[src/rtl/aes_pkg.sv]
// Shared AES-128 key-schedule constants and the sequencer state type.
package aes_pkg;

  localparam int AES_KEY_W    = 128;
  localparam int AES_NR       = 10;
  localparam int AES_RK_IDX_W = 4;
  localparam logic [AES_RK_IDX_W-1:0] AES_LAST_IDX = 4'd10;

  typedef enum logic [1:0] {
    IDLE   = 2'd0,
    EXPAND = 2'd1,
    DRAIN  = 2'd2
  } state_t;

endpackage

[src/rtl/keyExpantion.sv]
// Single AES-128 key-expansion round: output_key <= next round key of input_key, registered.
// key_num selects the round constant (1..10).
module keyExpantion (
  input  logic         clk,
  input  logic         reset,
  input  logic         enable,
  input  logic [3:0]   key_num,
  input  logic [127:0] input_key,
  output logic [127:0] output_key
);

  function automatic logic [7:0] gf_mul(input logic [7:0] a, input logic [7:0] b);
    logic [7:0] p;
    logic [7:0] x;
    p = '0;
    x = a;
    for (int i = 0; i < 8; i++) begin
      if (b[i]) p = p ^ x;
      x = {x[6:0], 1'b0} ^ (x[7] ? 8'h1b : 8'h00);
    end
    return p;
  endfunction

  // Multiplicative inverse as b^254, then the affine transform.
  function automatic logic [7:0] sbox(input logic [7:0] b);
    logic [7:0] r;
    logic [7:0] sq;
    r  = 8'h01;
    sq = b;
    for (int i = 0; i < 8; i++) begin
      if (i != 0) r = gf_mul(r, sq);
      sq = gf_mul(sq, sq);
    end
    return r ^ {r[6:0], r[7]} ^ {r[5:0], r[7:6]} ^ {r[4:0], r[7:5]} ^ {r[3:0], r[7:4]} ^ 8'h63;
  endfunction

  function automatic logic [7:0] rcon(input logic [3:0] n);
    case (n)
      4'd1:    return 8'h01;
      4'd2:    return 8'h02;
      4'd3:    return 8'h04;
      4'd4:    return 8'h08;
      4'd5:    return 8'h10;
      4'd6:    return 8'h20;
      4'd7:    return 8'h40;
      4'd8:    return 8'h80;
      4'd9:    return 8'h1b;
      4'd10:   return 8'h36;
      default: return 8'h00;
    endcase
  endfunction

  logic [31:0]  w3;
  logic [31:0]  temp;
  logic [31:0]  w0n, w1n, w2n, w3n;

  always_comb begin
    w3   = input_key[31:0];
    temp = {sbox(w3[23:16]), sbox(w3[15:8]), sbox(w3[7:0]), sbox(w3[31:24])}
           ^ {rcon(key_num), 24'h0};
    w0n  = input_key[127:96] ^ temp;
    w1n  = input_key[95:64]  ^ w0n;
    w2n  = input_key[63:32]  ^ w1n;
    w3n  = input_key[31:0]   ^ w2n;
  end

  always_ff @(posedge clk) begin
    if (reset)       output_key <= '0;
    else if (enable) output_key <= {w0n, w1n, w2n, w3n};
  end

endmodule

[src/rtl/key_schedule_ctrl_bank.sv]
// Storage for round keys 0..10 with one write port and a registered read (old data on same-index collision).
// Built only when KEY_SCHED_STORE_EN is defined.
module key_schedule_ctrl_bank
  import aes_pkg::*;
(
  input  logic                    clk,
  input  logic                    reset,
  input  logic                    we,
  input  logic [AES_RK_IDX_W-1:0] wr_idx,
  input  logic [AES_KEY_W-1:0]    wr_data,
  input  logic                    rd_en,
  input  logic [AES_RK_IDX_W-1:0] rd_addr,
  output logic                    rd_valid,
  output logic [AES_KEY_W-1:0]    rd_data
);

  logic [AES_KEY_W-1:0] bank [0:AES_NR];

  // Contents survive reset; keys_valid tells the consumer whether they are complete.
  always_ff @(posedge clk) begin
    if (we && !reset && (wr_idx <= AES_LAST_IDX)) bank[wr_idx] <= wr_data;
  end

  always_ff @(posedge clk) begin
    if (reset) begin
      rd_valid <= 1'b0;
      rd_data  <= '0;
    end else begin
      rd_valid <= rd_en;
      if (rd_en) rd_data <= (rd_addr <= AES_LAST_IDX) ? bank[rd_addr] : '0;
    end
  end

endmodule

[src/rtl/key_schedule_ctrl.sv]
// AES-128 key-schedule sequencer: drives keyExpantion for rounds 1..10 and streams keys 0..10.
// Optional readback bank enabled by defining KEY_SCHED_STORE_EN.
module key_schedule_ctrl
  import aes_pkg::*;
#(
  parameter int KEY_W = AES_KEY_W,
  parameter int NR    = AES_NR
) (
  input  logic             clk,
  input  logic             reset,
  input  logic             start,
  input  logic [KEY_W-1:0] key_in,
  output logic             ready,
  output logic             busy,
  output logic             done,
  output logic             keys_valid,
  output logic             rk_strobe,
  output logic [3:0]       rk_idx,
  output logic [KEY_W-1:0] rk_out,
  input  logic             rd_en,
  input  logic [3:0]       rd_addr,
  output logic             rd_valid,
  output logic [KEY_W-1:0] rd_data
);

  state_t           state, state_nxt;
  logic [3:0]       round;
  logic [KEY_W-1:0] key_reg;
  logic [KEY_W-1:0] exp_in;
  logic [KEY_W-1:0] exp_out;
  logic             exp_en;
  logic [3:0]       exp_num;
  logic             done_q;
  logic             keys_valid_q;
  logic             accept;
  logic             last_round;

  assign accept     = (state == IDLE) && start;
  assign last_round = (round == 4'(NR));

  always_ff @(posedge clk) begin
    if (reset) state <= IDLE;
    else       state <= state_nxt;
  end

  always_comb begin
    state_nxt = state;
    exp_en    = 1'b0;
    exp_num   = 4'd0;
    exp_in    = key_reg;
    case (state)
      IDLE:   if (start) state_nxt = EXPAND;
      EXPAND: begin
        exp_en  = 1'b1;
        exp_num = round;
        // Round 1 starts from the cipher key; later rounds chain the expander's own output.
        exp_in  = (round == 4'd1) ? key_reg : exp_out;
        if (last_round) state_nxt = DRAIN;
      end
      DRAIN:  state_nxt = IDLE;
      default: state_nxt = IDLE;
    endcase
  end

  always_ff @(posedge clk) begin
    if (reset) begin
      round        <= 4'd0;
      key_reg      <= '0;
      done_q       <= 1'b0;
      keys_valid_q <= 1'b0;
    end else begin
      done_q <= (state == DRAIN);
      if (accept) begin
        key_reg      <= key_in;
        round        <= 4'd1;
        keys_valid_q <= 1'b0;
      end else if (state == EXPAND && !last_round) begin
        round <= round + 4'd1;
      end else if (state == DRAIN) begin
        round        <= 4'd0;
        keys_valid_q <= 1'b1;
      end
    end
  end

  keyExpantion u_expander (
    .clk        (clk),
    .reset      (reset),
    .enable     (exp_en),
    .key_num    (exp_num),
    .input_key  (exp_in),
    .output_key (exp_out)
  );

  // Stream is one cycle behind the expander request: idx 0 comes straight from key_reg.
  always_comb begin
    rk_strobe = (state == EXPAND) || (state == DRAIN);
    rk_idx    = 4'd0;
    rk_out    = '0;
    if (state == DRAIN) begin
      rk_idx = 4'(NR);
      rk_out = exp_out;
    end else if (state == EXPAND) begin
      rk_idx = round - 4'd1;
      rk_out = (round == 4'd1) ? key_reg : exp_out;
    end
  end

  assign ready      = (state == IDLE);
  assign busy       = (state != IDLE);
  assign done       = done_q;
  assign keys_valid = keys_valid_q;

`ifdef KEY_SCHED_STORE_EN
  key_schedule_ctrl_bank u_bank (
    .clk      (clk),
    .reset    (reset),
    .we       (rk_strobe),
    .wr_idx   (rk_idx),
    .wr_data  (rk_out),
    .rd_en    (rd_en),
    .rd_addr  (rd_addr),
    .rd_valid (rd_valid),
    .rd_data  (rd_data)
  );
`else
  logic unused_rd;
  assign unused_rd = ^{rd_en, rd_addr};
  assign rd_valid  = 1'b0;
  assign rd_data   = '0;
`endif

endmodule

[config.mk]
export PLATFORM = sky130hd
export DESIGN_NAME = key_schedule_ctrl
export DESIGN_NICKNAME = d
export VERILOG_FILES = /design/src/rtl/aes_pkg.sv /design/src/rtl/keyExpantion.sv /design/src/rtl/key_schedule_ctrl_bank.sv /design/src/rtl/key_schedule_ctrl.sv
export SDC_FILE = /design/constraint.sdc
export NUM_CORES = 2
export LEC_CHECK = 0
export CORE_MARGIN = 4
export CORE_UTILIZATION = 40
export CTS_BUF_LIST = sky130_fd_sc_hd__clkbuf_2
export CTS_CLUSTER_SIZE = 16
export DETAILED_ROUTE_END_ITERATION = 10
export GPL_TIMING_DRIVEN = 0
export PLACE_DENSITY = 0.6
export SLEW_MARGIN = 20
export SYNTH_ARGS = -nofsm -noshare
export SYNTH_HDL_FRONTEND = slang
export SYNTH_SLANG_ARGS = --single-unit
[constraint.sdc]
create_clock -name clk -period 18 [get_ports clk]
set_input_delay 2.7 -clock clk [delete_from_list [all_inputs] [get_ports clk]]
set_output_delay 2.7 -clock clk [all_outputs]
set_load 0.005 [all_outputs]
Word-level counts from Yosys, hierarchy flattened
Memories as Yosys holds them, arrays and structs flattened.
Cells that the tools add are included.
- $add $sub $neg: 2
- equality and inequality tests: 6
- multiplexer cells: 826
- bitwise logic cells: 782
- reduce and logical (&&, ||, !) cells: 11
- operators with widths (cell ; number):
    8-bit bitwise XOR ; 744
    8-bit 2-to-1 mux ; 420
    5-bit 2-to-1 mux ; 368
    128-bit 2-to-1 mux ; 4
    32-bit bitwise XOR ; 5
    4-bit 2-to-1 mux ; 9
    7-bit 2-to-1 mux ; 4
    1-bit inverter, first input constant ; 28
    6-bit 2-to-1 mux ; 4
    4-bit inverter ; 4
    2-bit 2-to-1 mux ; 6
    3-bit 2-to-1 mux ; 4
    1-bit 2-to-1 mux ; 6
    4-bit by 1-bit adder with 4-bit output, second input constant ; 1
    4-bit by 1-bit equality test with 1-bit output, second input constant ; 1
    4-bit equality test, second input constant ; 1
    2-bit inequality test, second input constant ; 2
    2-bit case mux with 2 select lines ; 1
    2-bit AND reduction ; 2
    2-bit nonzero test ; 2
    4-bit by 1-bit subtractor with 4-bit output, second input constant ; 1
    3-bit nonzero test ; 1
    2-bit by 1-bit equality test with 1-bit output, second input constant ; 1
    2-bit equality test, second input constant ; 1
    other kinds (6) ; 7
- flip-flop bits (word level): 264
- memory bits (read-only): 128
- bits of input ports: 136
- output and inout port bits: 266
- logic and storage cells: 1635
- memories: 1
- memory list (memory ; depth ; bits a word ; read ports ; clocked after memory_dff ; wr ports ; line ; RTL):
    (name not given) ; 16 ; 8 ; 1 ; 0 ; 0 ; keyExpantion.sv:38 ; case (n)

Depth between registers and ports, before layout
- depth in word-level cells: 140
- depth in mapped cells: 79

Modules after synthesis
A second synthesis with hierarchy kept.
- cells, all modules: 9266
- area total of the unflattened synthesis: 68802.2 sq um
- by module, submodules not included (module ; times used ; cells each ; area each (sq um)):
    keyExpantion ; 1 ; 8213 ; 60015.1
    key_schedule_ctrl ; 1 ; 1053 ; 8787.2

Worst setup path before layout
Ideal clock, no wire load.
- path type: reg2reg
- from: reg round[0]
- to: reg u_expander.output_key[26]
- setup time: 74 ps
- data arrival time: 17555 ps
- data required time: 17926 ps
- setup slack: 371 ps
- cell stages (with the launch flop): 70
- path buffers: 11
- period minus slack after synthesis: 17629 ps
- path through: dfxtp_1 -> ha_1 -> or3b_1 -> buf_2 -> nand2_2 -> mux2i_1 -> inv_1 -> ha_1 -> buf_1 -> nand3_1 -> o21ai_0 -> o22ai_1 -> xnor2_1 -> inv_1 -> buf_2 -> buf_1 -> ha_1 -> clkbuf_1 -> [... 34 more ...] -> xnor3_1 -> xnor3_2 -> nor2_1 -> xor3_1 -> xnor3_2 -> xnor2_4 -> xnor3_1 -> nor2_1 -> xnor3_1 -> xnor3_1 -> xnor2_1 -> xor2_1 -> xnor3_2 -> xnor2_1 -> xnor2_1 -> xnor3_1 -> mux2_1 -> a31oi_1
- longest elaborated chain between the ends: 136
- ends and longest elaborated chain (item ; line ; RTL):
    from (decl) ; key_schedule_ctrl.sv:27 ; logic [3:0] round;
    from (signal assigned) ; key_schedule_ctrl.sv:78 ; round <= round + 4'd1;
    4-bit by 1-bit equality test with 1-bit output ; key_schedule_ctrl.sv:57 ; exp_in = (round == 4'd1) ? key_reg : exp_out;
    128-bit 2-to-1 mux ; key_schedule_ctrl.sv:57 ;
    128-bit 2-to-1 mux ; key_schedule_ctrl.sv:51 ; case (state)
    5-bit 2-to-1 mux (tied with other cells) ; keyExpantion.sv:19 ; x = {x[6:0], 1'b0} ^ (x[7] ? 8'h1b : 8'h00);
    8-bit bitwise XOR, on equally long branches ; keyExpantion.sv:19, keyExpantion.sv:18 ;
    8-bit bitwise XOR or 8-bit 2-to-1 mux (tied branches) ; keyExpantion.sv:18 ; if (b[i]) p = p ^ x;
    8-bit 2-to-1 mux or 8-bit bitwise XOR (tied branches) ; keyExpantion.sv:18 ;
    8-bit bitwise XOR or 8-bit 2-to-1 mux (tied branches) ; keyExpantion.sv:18 ;
    [... 117 more ...] ; - ;
    8-bit bitwise XOR ; keyExpantion.sv:18 ;
    8-bit 2-to-1 mux ; keyExpantion.sv:18 ;
    8-bit bitwise XOR (4 in series) ; keyExpantion.sv:34 ; return r ^ {r[6:0], r[7]} ^ {r[5:0], r[7:6]} ^ {r[4:0], r[7:5]} ^ {r[3:0], r[7:4]} ^ 8'h63;
    32-bit bitwise XOR ; keyExpantion.sv:60 ; ^ {rcon(key_num), 24'h0};
    32-bit bitwise XOR ; keyExpantion.sv:61 ; w0n = input_key[127:96] ^ temp;
    32-bit bitwise XOR ; keyExpantion.sv:62 ; w1n = input_key[95:64] ^ w0n;
    32-bit bitwise XOR ; keyExpantion.sv:63 ; w2n = input_key[63:32] ^ w1n;
    32-bit bitwise XOR (*) ; keyExpantion.sv:64 ; w3n = input_key[31:0] ^ w2n;
    to (signal assigned) ; keyExpantion.sv:69 ; else if (enable) output_key <= {w0n, w1n, w2n, w3n};
    to (decl) ; keyExpantion.sv:9 ; output logic [127:0] output_key
Mark *: on every way between the ends. The rest lies on a longest branch, timed or not.
A chain may end at the register's enable or synchronous reset.

Worst setup path after layout
- from: reg state[1]
- to: reg u_expander.output_key[0]
- longest elaborated chain between the ends: 136
- ends and longest elaborated chain (item ; line ; RTL):
    from (decl) ; key_schedule_ctrl.sv:26 ; state_t state, state_nxt;
    from (signal assigned) ; key_schedule_ctrl.sv:43 ; else state <= state_nxt;
    2-bit by 1-bit equality test with 1-bit output (*) ; key_schedule_ctrl.sv:51 ;
    128-bit 2-to-1 mux ; key_schedule_ctrl.sv:51 ;
    5-bit 2-to-1 mux (tied with other cells) ; keyExpantion.sv:19 ;
    8-bit bitwise XOR, on equally long branches ; keyExpantion.sv:19, keyExpantion.sv:18 ;
    8-bit bitwise XOR or 8-bit 2-to-1 mux (tied branches) ; keyExpantion.sv:18 ;
    8-bit 2-to-1 mux or 8-bit bitwise XOR (tied branches) ; keyExpantion.sv:18 ;
    8-bit bitwise XOR or 8-bit 2-to-1 mux (tied branches) ; keyExpantion.sv:18 ;
    8-bit 2-to-1 mux or 8-bit bitwise XOR (tied branches) ; keyExpantion.sv:18 ;
    [... 117 more ...] ; - ;
    8-bit 2-to-1 mux ; keyExpantion.sv:18 ;
    8-bit bitwise XOR (4 in series) ; keyExpantion.sv:34 ;
    4-bit inverter (no source line) ; - ;
    32-bit bitwise XOR ; keyExpantion.sv:60 ;
    32-bit bitwise XOR ; keyExpantion.sv:61 ;
    32-bit bitwise XOR ; keyExpantion.sv:62 ;
    32-bit bitwise XOR ; keyExpantion.sv:63 ;
    32-bit bitwise XOR ; keyExpantion.sv:64 ;
Marks and branches as above.

==> key figures <==
Logic synthesis
  • Post-Synthesis Cells: 9895
  • Synth area leader: xnor2_1
  • Most numerous cell in the Yosys netlist: xnor2_1
  • Synth top area share: 19.1%
  • Distinct cells, synth: 129
  • Post-Synth XOR/XNOR Area: 41.2%
  • Synth top area cells: xnor2_1 19%, xnor3_1 12%, dfxtp_1 7.2%, nor2_1 6.6%, nand2_1 6.2%
  • Cell area after synthesis: 73600 µm²
  • Post-synth EDFFs: 0
  • Top cells by count, synth: 1604 x xnor2_1, 1303 x nor2_1, 1222 x nand2_1
  • Yosys warns: 0
  • Avg Inst Size Synth: 7.44 µm²
  • Adder-Cell Fraction of Synth Area: 0.554%
  • Post-synth ARST share: 0%
  • Main combinational cell family by area after synthesis: XOR/XNOR gates
  • Simple-gate share of the synthesized area: 20.7%
  • Synth Area in Compound Gates: 19.1%
  • Post-synthesis mux area share: 5.36%
  • Sequential share of the synthesized area: 7.18%
  • Top_reg_cell synth: dfxtp_1
  • Yosys reg bits: 264

Worst setup path
  • Crit path capture type: flop
  • Family with the most delay on the worst path: XOR/XNOR gates
  • Worst EP arrival: 18.42 ns
  • Critical path's slowest cell: xnor2_1
  • Crit-path max FO: 10
  • Critical Path Start Type: flop
  • FF-to-FF setup slack: 0.52 ns
  • Cell mode on critical path: xnor3_1
  • Slowest stage delay, CP: 0.60 ns
  • Worst flop-to-flop path endpoint: u_expander.output_key[0]
  • CP Buf/Inv Count: 15
  • Critical R2R Launch: state[1]
  • Kind of critical path: flop to flop
  • CP Data Required Time: 18.94 ns
  • R2r worst-path depth: 65

Cells and area
  • Post-route insts no fill: 13200
  • Nets: 10800
  • Fin area: 87600 µm²
  • Final Util: 47.8%
  • Share of layout cells above drive strength 1: 15.7%
  • Synth-to-Final Area Change: 19.0%
  • Number of fillers in the final layout: 18200

Floorplan
  • Core area: 183000 µm²
  • Die Wd: 437 µm
  • Ports: 402
  • Initial core utilization: 40.2%
  • Die Y: 437 µm
  • Die area: 191000 µm²
  • Site Rows: 157

STA
  • Clock Skews: 0.170 ns
  • Setup TNS: 0 ns
  • Slew @ Worst Pin: 1.18 ns
  • RSZ-0062 raised after global routing: true
  • Peak Freq: 57.2 MHz
  • Max-Slew Margin vs Limit: 20.2%
  • Fin. Hold Viols: 0
  • Max-slew violation count: 0
  • Final period util: 97.1%
  • Fin crit period: 17.48 ns
  • Final setup fails: 0

Drt
  • DR iter-0 viols: 8755
  • DR WL/cell: 23.0 µm
  • DR vias/cell: 5.88
  • Top layer in use: met5
  • Remaining DRCs: 2
  • Routed Antenna Nets: 0
  • Routed wl met3: 25500 µm
  • First-pass DRT Iterations: 9
  • Final wirelength: 303000 µm
  • Routed wl met2: 137000 µm
  • Vias: 77400
  • Met1 Wirelength: 116000 µm

Place
  • Final HPWL DP: 231000 µm
  • RD Place Congestion: 0.976
  • Post-DP Area: 79900 µm²
  • PortBufs: 266
  • Placed Cells: 12800

Global route
  • Gr usage total: 29.7%
  • Initial antenna violation count: 18
  • Vias in the first global route: 72500
  • Largest net degree at the start of global routing: 13
  • Remaining global-route overflow: 0
  • Global-route wire length before repair: 448000 µm

Clock network
  • Clk_lat worst skew: 1.15 ns
  • CTS tree: yes
  • CTS H-tree depth: 3
  • CTS Sinks: 264
  • Clock transition at the registers of the reported paths: 0.09 ns
  • Hold buffers post-CTS: 0
  • Longest Clk Path Bufs: 3
  • Inserted Clock Buffers: 76
  • Root Driver: clkbuf_2

Outcome
  • Failing checks: design-rule violations
  • Status: complete, but fails checks

Min path
  • Worst Hold Depth: 2
  • Hold_sp: key_reg[0]
  • Hold crit path type: flop to flop
  • Hold EP: key_reg[0]

Run
  • Max_cap viols: 0
[worst max path at each step]
stage	from	to	cells after the start
finish	state[1]	u_expander.output_key[0]	65
global route	round[0]	u_expander.output_key[6]	70
CTS	round[1]	u_expander.output_key[30]	69
detailed placement	round[0]	u_expander.output_key[25]	72
global placement	round[0]	u_expander.output_key[24]	72
floorplan	round[0]	u_expander.output_key[26]	69
[final cells by class]
type | instances | area [µm²] | area share [%]
Multi-Input combinational cell | 8821 | 68900 | 78.7
Clock buffer | 105 | 526 | 0.600
Sequential cell | 264 | 5290 | 6.04
Timing Repair Buffer | 550 | 4960 | 5.66
Inverter | 102 | 393 | 0.449
Clock inverter | 18 | 119 | 0.136
Antenna cell | 17 | 42.5 | 0.0486
Buffer | 826 | 4270 | 4.88
Tap cell | 2464 | 3080 | 3.52
[cells in the final DEF (no fill, tap or decap), drive strengths merged, types with 120 or more instances in the layout]
cell type      count
clkbuf           583
mux2i            342
a22oi            186
nand2           1227
nor2            1324
buf              632
a21oi            556
xor2             454
o22ai            120
conb             129
o21ai            542
xnor2           1700
clkdlybuf4s50    266
xnor3            410
nand3            253
nor3             248
dfxtp            264
[worst reg2reg max path: cells and delay by family, from the launching register on]
kind | cells | cell delay [ns]
XOR/XNOR | 24 | 7.82
buffers and inverters | 15 | 3.07
AO/OA/AOI/OAI | 10 | 2.03
AND/OR/NAND/NOR | 8 | 1.69
adder cells (fa/ha/maj) | 4 | 1.43
multiplexers | 4 | 0.98
flip-flops | 1 | 0.33
[logic make-up (layout without fill, tap and decap cells)]
kind of cell,count (synthesis),count (layout)
xor gates and xnor gates,2604,2604
AOI/OAI and AO/OA,2168,2168
muxes,385,385
buffers and inverters,938,1601
DFF,264,264
and+or+nand+nor,3502,3502
adders and majority gates,33,33
other,1,146
[per-stage QoR]
stage               hold WS, ns  setup slack, ns
CTS                       0.467           0.0186
global placement          0.456            -4.31
global route              0.486           -0.241
detailed placement        0.457            -4.55
floorplan                 0.445            0.371
finish                    0.471            0.515
[timing repair]
| action | 4_1_cts | 5_1_grt |
|---|---|---|
| endpoints found under the setup margin | 128 | 128 |
| setup buffers | 117 | 167 |
| gates resized for setup | 481 | 421 |
| pin swaps | 98 | 126 |
| gates cloned | 0 | 0 |
[routing by layer]
metal  track usage [%]  vias to the layer above
met5                 0                        -
met4              20.4                        4
met3              5.26                      836
met2              47.7                     3843
met1              36.2                    37100
li1                  -                    35600
Power is left out: the tool's default activity adds up to more than one toggle a clock period on the data nets, which glitch-free logic cannot reach.
